===== src/rtl/vec_seq_ctrl.sv =====
// vec_seq_ctrl: beat sequencer for a 4-lane vector unit.
// An accepted op is split into 1..4 beats of up to four elements each.
// Each issued beat is echoed on the writeback strobe two cycles later.
// The op completes when the final beat reaches writeback.
module vec_seq_ctrl (
  input  logic       clk,
  input  logic       rst_n,
  input  logic       start,
  input  logic [4:0] vlen,
  input  logic [3:0] wa3,
  input  logic       hold,
  input  logic       flush,
  output logic       busy,
  output logic       alu_en,
  output logic [1:0] beat_idx,
  output logic [3:0] lane_mask,
  output logic       wb_en,
  output logic [1:0] wb_beat,
  output logic [3:0] wb_mask,
  output logic       done,
  output logic       pend_valid,
  output logic [3:0] pend_wa3
);

  typedef enum logic [1:0] {
    S_IDLE  = 2'd0,
    S_ISSUE = 2'd1,
    S_DRAIN = 2'd2
  } state_t;

  state_t     r_state;
  state_t     w_state_nxt;

  // Latched operation parameters and beat counter
  logic [1:0] r_cnt;       // index of the next beat to issue
  logic [1:0] r_last_idx;  // index of the final beat (B-1)
  logic [1:0] r_rem;       // vlen_eff mod 4, shapes the final-beat mask
  logic [3:0] r_wa3;       // destination register of the op in flight

  // Two-stage writeback pipe; stage 2 drives the wb_* outputs
  logic       r_p1_en;
  logic [1:0] r_p1_beat;
  logic [3:0] r_p1_mask;
  logic       r_p1_last;
  logic       r_p2_en;
  logic [1:0] r_p2_beat;
  logic [3:0] r_p2_mask;
  logic       r_p2_last;

  logic [4:0] w_vlen_eff;
  logic [1:0] w_last_idx;
  logic       w_accept;
  logic       w_issue;
  logic       w_last_beat;
  logic       w_final_issue;
  logic [3:0] w_mask_raw;
  logic       w_wb_fire;
  logic       w_done;

  // Clamp the element count to the 16 elements four beats can carry
  assign w_vlen_eff = (vlen > 5'd16) ? 5'd16 : vlen;

  // Final beat index = (vlen_eff-1)/4; meaningful only when vlen != 0
  assign w_last_idx = 2'((w_vlen_eff - 5'd1) >> 2);

  // A new op is taken only from IDLE, with a non-empty vector and no flush
  assign w_accept = (r_state == S_IDLE) && start && (vlen != 5'd0) && !flush;

  // A beat issues when the FSM is issuing and neither stalled nor aborted
  assign w_issue       = (r_state == S_ISSUE) && !hold && !flush;
  assign w_last_beat   = (r_cnt == r_last_idx);
  assign w_final_issue = w_issue && w_last_beat;

  // Writeback fires from pipe stage 2 unless a flush is under way
  assign w_wb_fire = r_p2_en && !flush;
  assign w_done    = w_wb_fire && r_p2_last;

  // Lane mask: full except on the final beat, where the remainder trims it
  always_comb begin
    // NOTE: every always_comb target gets a default first so no path leaves it unassigned (no latch).
    w_mask_raw = 4'b1111;
    if (w_last_beat) begin
      case (r_rem)
        2'd1:    w_mask_raw = 4'b0001;
        2'd2:    w_mask_raw = 4'b0011;
        2'd3:    w_mask_raw = 4'b0111;
        default: w_mask_raw = 4'b1111;
      endcase
    end
  end

  // State register
  always_ff @(posedge clk) begin
    // NOTE: sequential state uses non-blocking assignments so all flops update together at the edge.
    if (!rst_n) begin
      r_state <= S_IDLE;
    end else begin
      r_state <= w_state_nxt;
    end
  end

  // Next-state logic; flush overrides every other transition
  always_comb begin
    w_state_nxt = r_state;
    if (flush) begin
      w_state_nxt = S_IDLE;
    end else begin
      case (r_state)
        S_IDLE:  if (w_accept)      w_state_nxt = S_ISSUE;
        S_ISSUE: if (w_final_issue) w_state_nxt = S_DRAIN;
        S_DRAIN: if (w_done)        w_state_nxt = S_IDLE;
        default:                    w_state_nxt = S_IDLE;
      endcase
    end
  end

  // Output decode; beat fields are zero whenever no beat is issuing
  always_comb begin
    busy       = (r_state != S_IDLE);
    alu_en     = w_issue;
    beat_idx   = 2'd0;
    lane_mask  = 4'd0;
    wb_en      = w_wb_fire;
    wb_beat    = 2'd0;
    wb_mask    = 4'd0;
    done       = w_done;
    pend_valid = busy;
    pend_wa3   = 4'd0;
    if (w_issue) begin
      beat_idx  = r_cnt;
      lane_mask = w_mask_raw;
    end
    if (w_wb_fire) begin
      wb_beat = r_p2_beat;
      wb_mask = r_p2_mask;
    end
    if (busy) begin
      pend_wa3 = r_wa3;
    end
  end

  // Operation latches and beat counter
  always_ff @(posedge clk) begin
    if (!rst_n) begin
      r_cnt      <= 2'd0;
      r_last_idx <= 2'd0;
      r_rem      <= 2'd0;
      r_wa3      <= 4'd0;
    end else if (w_accept) begin
      r_cnt      <= 2'd0;
      r_last_idx <= w_last_idx;
      r_rem      <= w_vlen_eff[1:0];
      r_wa3      <= wa3;
    end else if (w_issue) begin
      r_cnt <= r_cnt + 2'd1;
    end
  end

  // Writeback pipe: advances every cycle regardless of hold
  always_ff @(posedge clk) begin
    // NOTE: the pipe is cleared on reset and flush so no stale beat can write back.
    if (!rst_n || flush) begin
      r_p1_en   <= 1'b0;
      r_p1_beat <= 2'd0;
      r_p1_mask <= 4'd0;
      r_p1_last <= 1'b0;
      r_p2_en   <= 1'b0;
      r_p2_beat <= 2'd0;
      r_p2_mask <= 4'd0;
      r_p2_last <= 1'b0;
    end else begin
      r_p1_en   <= alu_en;
      r_p1_beat <= beat_idx;
      r_p1_mask <= lane_mask;
      r_p1_last <= w_final_issue;
      r_p2_en   <= r_p1_en;
      r_p2_beat <= r_p1_beat;
      r_p2_mask <= r_p1_mask;
      r_p2_last <= r_p1_last;
    end
  end

endmodule

===== config.mk =====
export PLATFORM = sky130hd
export DESIGN_NAME = vec_seq_ctrl
export DESIGN_NICKNAME = d
export VERILOG_FILES = /design/src/rtl/vec_seq_ctrl.sv
export SDC_FILE = /design/constraint.sdc
export NUM_CORES = 1
export LEC_CHECK = 0
export CAP_MARGIN = 40
export CORE_MARGIN = 4
export CORE_UTILIZATION = 40
export CTS_CLUSTER_SIZE = 20
export DETAILED_ROUTE_END_ITERATION = 7
export HOLD_SLACK_MARGIN = 0.12
export PLACE_DENSITY_LB_ADDON = 0.05
export RECOVER_POWER = 100
export SYNTH_ARGS = -nofsm -noshare
export SYNTH_HDL_FRONTEND = slang
export SYNTH_SLANG_ARGS = --single-unit

===== constraint.sdc =====
create_clock -name clk -period 1.5 [get_ports clk]
set_input_delay 0.15 -clock clk [delete_from_list [all_inputs] [get_ports clk]]
set_output_delay 0.15 -clock clk [all_outputs]
set_load 0.05 [all_outputs]

# Yosys cells after proc, flatten, opt, wreduce, memory -nomap -nowiden
# Index checks and enable logic that the tools add are counted.
# totals
reg_bits,28
latch_bits,0
mem_bits_rw,0
mem_bits_ro,0
in_bits,14
output_inout_bits,21
wordCells,56
mem_count,0
# classes
n_addsub,2
n_mul,0
div,0
n_lt_le_gt_ge,1
n_eq_ne,9
shift,0
muxes,12
n_bitwise,1
n_reduce_logical,18
# op_table
cell,n
$mux 4,5
$pmux 4 s3,1
$mux 2,5
$logic_and 1x1->1,8
$eq 2x2->1 const B,3
$ne 2x2->1 const B,3
$pmux 2 s3,1
$gt 5x5->1 const B,1
$reduce_bool 5->1,1
$eq 2x1->1 const B,2
$reduce_or 2->1,2
$sub 4x1->4 const B,1
$logic_not 1->1,3
$reduce_and 3->1,1
$add 2x1->2 const B,1
$eq 2x2->1,1
$logic_not 2->1,1
$reduce_bool 2->1,1
$logic_or 1x1->1,1
$not 1->1,1

# Logic depth before layout (Yosys ltp)
# depth
word_depth,6
mapped_depth,5

# Worst setup path after synthesis
# OpenSTA, ideal clock, no wires.
# synth_path
path_kind,reg-to-output
startpoint,reg r_state[1]
endpoint,out beat_idx[1]
arrival_time_ps,1889
required_ps,1350
setup_slack_ps,-539
path_stages_with_launch,5
path_cell_list,dfxtp_1 -> or4b_1 -> clkbuf_2 -> inv_1 -> and2_1
# synth_via
elab_chain_len,4
# synth_lines
item,line,rtl
start: declaration,31,state_t r_state;
start signal: assignment,98,r_state <= w_state_nxt;
$eq 2x1->1,70,assign w_issue = (r_state == S_ISSUE) && !hold && !flush;
$logic_and 1x1->1 (2 in a row),70,
named net alu_en,14,"output logic alu_en,"
$mux 2,129,if (w_issue) begin
end: declaration,15,"output logic [1:0] beat_idx,"
# The timed path passes the listed nets, and every way through them passes these cells.

# Final worst setup path
# layout_path
startpoint,reg r_state[1]
endpoint,out lane_mask[3]
# layout_via
elab_chain_len,4
# layout_lines
item,line,rtl
$eq 2x1->1,70,
$logic_and 1x1->1 (2 in a row),70,
$mux 4,129,
end: declaration,16,"output logic [3:0] lane_mask,"
# No other way between the ends.

==> impl_results.html <==
<table>
<tr><th>Metric</th><th>Value</th></tr>
<tr><th colspan="2">Logic synthesis</th></tr>
<tr><td>Number of distinct standard cells referenced by the synthesized netlist</td><td>34</td></tr>
<tr><td>FF+latch count, synth</td><td>26</td></tr>
<tr><td>Number of warning messages in the yosys log</td><td>0</td></tr>
<tr><td>Post-synth net total</td><td>roughly 130</td></tr>
<tr><td>Cell count after synthesis</td><td>between 100 and 150</td></tr>
<tr><td>Register area share after synthesis</td><td>0.4711</td></tr>
<tr><td>Post-synthesis area per instance</td><td>roughly 9.4 um^2</td></tr>
<tr><td>Summed instance area of the synthesized netlist</td><td>between 0.001 and 0.0015 mm^2</td></tr>
<tr><td>Area fraction of the dominant cell type after synthesis</td><td>0.4711</td></tr>
<tr><td>Most area-hungry cell type in the Yosys netlist</td><td>dfxtp_1</td></tr>
<tr><td>Largest cells by area after synthesis</td><td>dfxtp_1 (47%), and2_1 (8.5%), mux2i_1 (3.6%), nor2b_1 (3.4%), a21oi_1 (3.2%)</td></tr>
<tr><th colspan="2">Die</th></tr>
<tr><td>Die X</td><td>between 60 and 70 um</td></tr>
<tr><td>Number of top-level design ports</td><td>35</td></tr>
<tr><td>Die Span Y</td><td>60.56 um</td></tr>
<tr><td>Area of the placeable core</td><td>0.002545 mm^2</td></tr>
<tr><td>Initial Util</td><td>0.4341</td></tr>
<tr><td>Row Count</td><td>18</td></tr>
<tr><td>Total die area</td><td>around 0.0037 mm^2</td></tr>
<tr><th colspan="2">Final layout</th></tr>
<tr><td>Number of antenna diodes</td><td>0</td></tr>
<tr><td>Area growth from synthesis to final layout</td><td>75.88%</td></tr>
<tr><td>Share of cells above drive strength 1</td><td>0.4368</td></tr>
<tr><td>Design area</td><td>~0.0019 mm^2</td></tr>
<tr><td>Number of standard cells in the layout, taps in and fillers out</td><td>a little over 200</td></tr>
<tr><td>NumNets Final</td><td>191</td></tr>
<tr><th colspan="2">Critical path</th></tr>
<tr><td>Worst Path Max Fanout</td><td>5</td></tr>
<tr><td>CP endpoint kind</td><td>output pin</td></tr>
<tr><td>Slowest cell delay on critical path</td><td>about 0.52 ns</td></tr>
<tr><td>Data arrival, critical path</td><td>roughly 1.6 ns</td></tr>
<tr><td>Cell with the largest stage delay on the worst path</td><td>or4b_4</td></tr>
<tr><td>Cell-by-cell listing of the critical path</td><td>or4b_4 -&gt; buf_6 -&gt; a21oi_4 -&gt; buf_12</td></tr>
<tr><td>Required @ worst endpoint</td><td>about 1.4 ns</td></tr>
<tr><td>Critical path class</td><td>reg2out</td></tr>
<tr><td>Kind of launch point of the worst setup path</td><td>register</td></tr>
<tr><th colspan="2">Routing</th></tr>
<tr><td>Total Routed Length</td><td>around 2.9 mm</td></tr>
<tr><td>Iteration-0 DRC count of the detailed router</td><td>27</td></tr>
<tr><td>Post-DR wirelength/cell</td><td>between 10 and 15 um</td></tr>
<tr><td>Final ANT Viol Nets</td><td>0</td></tr>
<tr><td>Number of detailed-route iterations in the first pass</td><td>4</td></tr>
<tr><td>Number of DRC violations after detailed routing</td><td>0</td></tr>
<tr><td>Avg Vias per Cell</td><td>~5</td></tr>
<tr><td>Vias</td><td>1038</td></tr>
<tr><th colspan="2">Timing</th></tr>
<tr><td>Worst-margin pin slew</td><td>about 0.5 ns</td></tr>
<tr><td>Hold Worst Slack</td><td>between 0.3 and 0.4 ns</td></tr>
<tr><td>Final critical-path share of the clock period</td><td>1.195</td></tr>
<tr><td>Relative slew slack</td><td>0.6610</td></tr>
<tr><td>RSZ-0062 raised after global routing</td><td>yes</td></tr>
<tr><td>Clk_skew</td><td>around 0.0036 ns</td></tr>
<tr><td>Final critical delay including setup and external delays</td><td>1.793 ns</td></tr>
<tr><td>Max Slew Vio Count</td><td>0</td></tr>
<tr><td>Final Hold Violating Endpoints</td><td>0</td></tr>
<tr><td>Worst Setup Slack, final</td><td>-0.2925 ns</td></tr>
<tr><td>Highest attainable clock frequency</td><td>roughly 560 MHz</td></tr>
<tr><td>Total of endpoints with negative setup slack in the final report</td><td>16</td></tr>
<tr><th colspan="2">Worst hold path</th></tr>
<tr><td>Worst min-delay path category</td><td>in2reg</td></tr>
<tr><th colspan="2">Global route</th></tr>
<tr><td>Congestion Overflow GR</td><td>0</td></tr>
<tr><td>Number of global-route vias before repair</td><td>1027</td></tr>
<tr><td>Wire length of the first global-routing pass</td><td>roughly 4.4 mm</td></tr>
<tr><td>Initial antenna violation count</td><td>0</td></tr>
<tr><td>Total routing usage reported by global routing</td><td>0.1656</td></tr>
<tr><td>Largest net degree at the start of global routing</td><td>15</td></tr>
<tr><th colspan="2">Run status</th></tr>
<tr><td>Result of the run</td><td>finished, violations left</td></tr>
<tr><td>Failing checks</td><td>negative setup slack</td></tr>
<tr><th colspan="2">Power</th></tr>
<tr><td>Max rail drop VDD</td><td>around 800 uV</td></tr>
<tr><td>Pwr dens</td><td>between 600 and 700 mW/mm^2</td></tr>
<tr><td>Leakage power</td><td>approximately 0.83 nW</td></tr>
<tr><th colspan="2">Clocking</th></tr>
<tr><td>Buffers from clock root to sink, at most</td><td>2</td></tr>
<tr><td>Number of buffers inserted during clock tree synthesis</td><td>3</td></tr>
<tr><td>Clock root cell</td><td>clkbuf_4</td></tr>
<tr><td>Clock sinks</td><td>26</td></tr>
<tr><td>TritonCTS clock tree</td><td>built</td></tr>
<tr><td>H-tree levels</td><td>1</td></tr>
<tr><td>CTS clock-pin slew for the worst setup and hold paths</td><td>roughly 0.13 ns</td></tr>
<tr><td>Clock latency reported for the late side of the worst-skew pair</td><td>0.32 ns</td></tr>
<tr><th colspan="2">Job</th></tr>
<tr><td>Max cap viols</td><td>0</td></tr>
<tr><th colspan="2">Placement</th></tr>
<tr><td>Input/output buffers</td><td>34</td></tr>
<tr><td>Post-placement cell area</td><td>~0.0017 mm^2</td></tr>
<tr><td>RePlAce Congestion</td><td>around 0.74</td></tr>
<tr><td>HPWL Detailed</td><td>between 2 and 2.5 mm</td></tr>
<tr><td>Post-placement setup slack</td><td>-0.3838 ns</td></tr>
<tr><td>Cell Count Post-Placement</td><td>194</td></tr>
</table>
-- registers in the layout, indices dropped and copies added (netlist names) --
name / count
r_p1_beat: 2
r_rem: 2
r_last_idx: 2
r_p1_mask: 4
r_wa3: 4
r_p2_beat: 2
r_cnt: 2
r_state: 2
r_p2_mask: 4
r_p2_last: 1
r_p1_last: 1
-- cell families after synthesis --
group	after synthesis	share of synthesized area
flops	26	0.4711
mux	4	0.03624
buf+inv	16	0.06340
xor+xnor	3	0.02379
fa+ha+maj	2	0.02265
simple gates	46	0.2492
compound gates	21	0.1336
-- cells in the mapped netlist (all sizes together) --
cell / instances
o21ai: 3
mux2i: 4
o221a: 1
o31a: 1
ha: 2
a211o: 1
a22o: 1
nor2b: 6
a21bo: 1
nand2: 9
o21a: 1
inv: 9
and2: 15
nand2b: 1
or4b: 1
o31ai: 3
clkbuf: 4
a21boi: 1
and3: 3
nor4b: 1
or3: 1
nand3: 1
xnor2: 3
a21oi: 7
nor2: 3
and2b: 1
or4: 1
dfxtp: 26
nor3: 1
nand4b: 2
buf: 3
a211oi: 1
-- cell usage in the layout, fill, tap and decap left out, drive strengths merged, types with 4 or more instances in the layout --
cell           count
inv                8
buf               42
nand2              9
clkbuf             7
and2              15
mux2i              4
a21oi              7
clkdlybuf4s50     11
dfxtp             26
nor2b              6
-- cell type report --
cell class	count	area, um^2
Clock buffer	4	36.28
Fill cell	184	601.8
Inverter	9	37.54
Multi-Input combinational cell	76	610.6
Sequential cell	26	523.0
Tap cell	30	37.54
Timing Repair Buffer	59	698.2
-- worst max-delay path, delay by kind of cell (launching register included) --
kind                   cells  cell delay [ns]
and+or+nand+nor            1             0.52
buffers and inverters      2             0.32
DFF                        1             0.35
AOI/OAI and AO/OA          1             0.13
-- final timing paths --
check / start / endpoint / slack [ns] / cells after the start
min reg2reg: r_p1_mask[1] / r_p2_mask[1] / 0.44 / 1
min: flush / r_cnt[1] / 0.35 / 4
max: r_state[1] / lane_mask[3] / -0.29 / 4
max reg2reg: r_state[1] / r_cnt[0] / -0.09 / 6
-- layer usage --
metal	vias to the layer above	wire [um]	global-route usage
met3	6	186	0.04043
met2	39	1623	0.3272
met5	-	0	0
li1	507	-	-
met1	486	1041	0.1712
met4	0	44	0.04644
-- where the power goes --
| group | leakage, nW | internal, W | total (W) | switching, W |
|---|---|---|---|---|
| logic | 0.600 | 0.000113 | 0.000221 | 0.000107 |
| registers | 0.211 | 0.000705 | 0.000712 | 0.00000702 |
| clock network | 0.0210 | 0.000148 | 0.000344 | 0.000196 |
| total | 0.832 | 0.000967 | 0.00128 | 0.000310 |
-- per-stage QoR --
step	utilization	setup TNS, ns	power (W)
after floorplan	-	-0.6991	0.0008157
after global placement	0.6863	-6.105	0.0009057
after detailed placement	0.6863	-6.732	0.0009138
after CTS	0.7370	-1.828	0.001273
after global routing	0.7635	-3.349	0.001335
final	0.7635	-2.093	0.001277
-- timing repair --
item | CTS | global route
buffers inserted | 5 | 1
endpoints found under the setup margin | 16 | 32
pin swaps | 0 | 3
resized for setup | 11 | 28
hold buffers | 0 | 0
(Power assumes the default switching activity.)
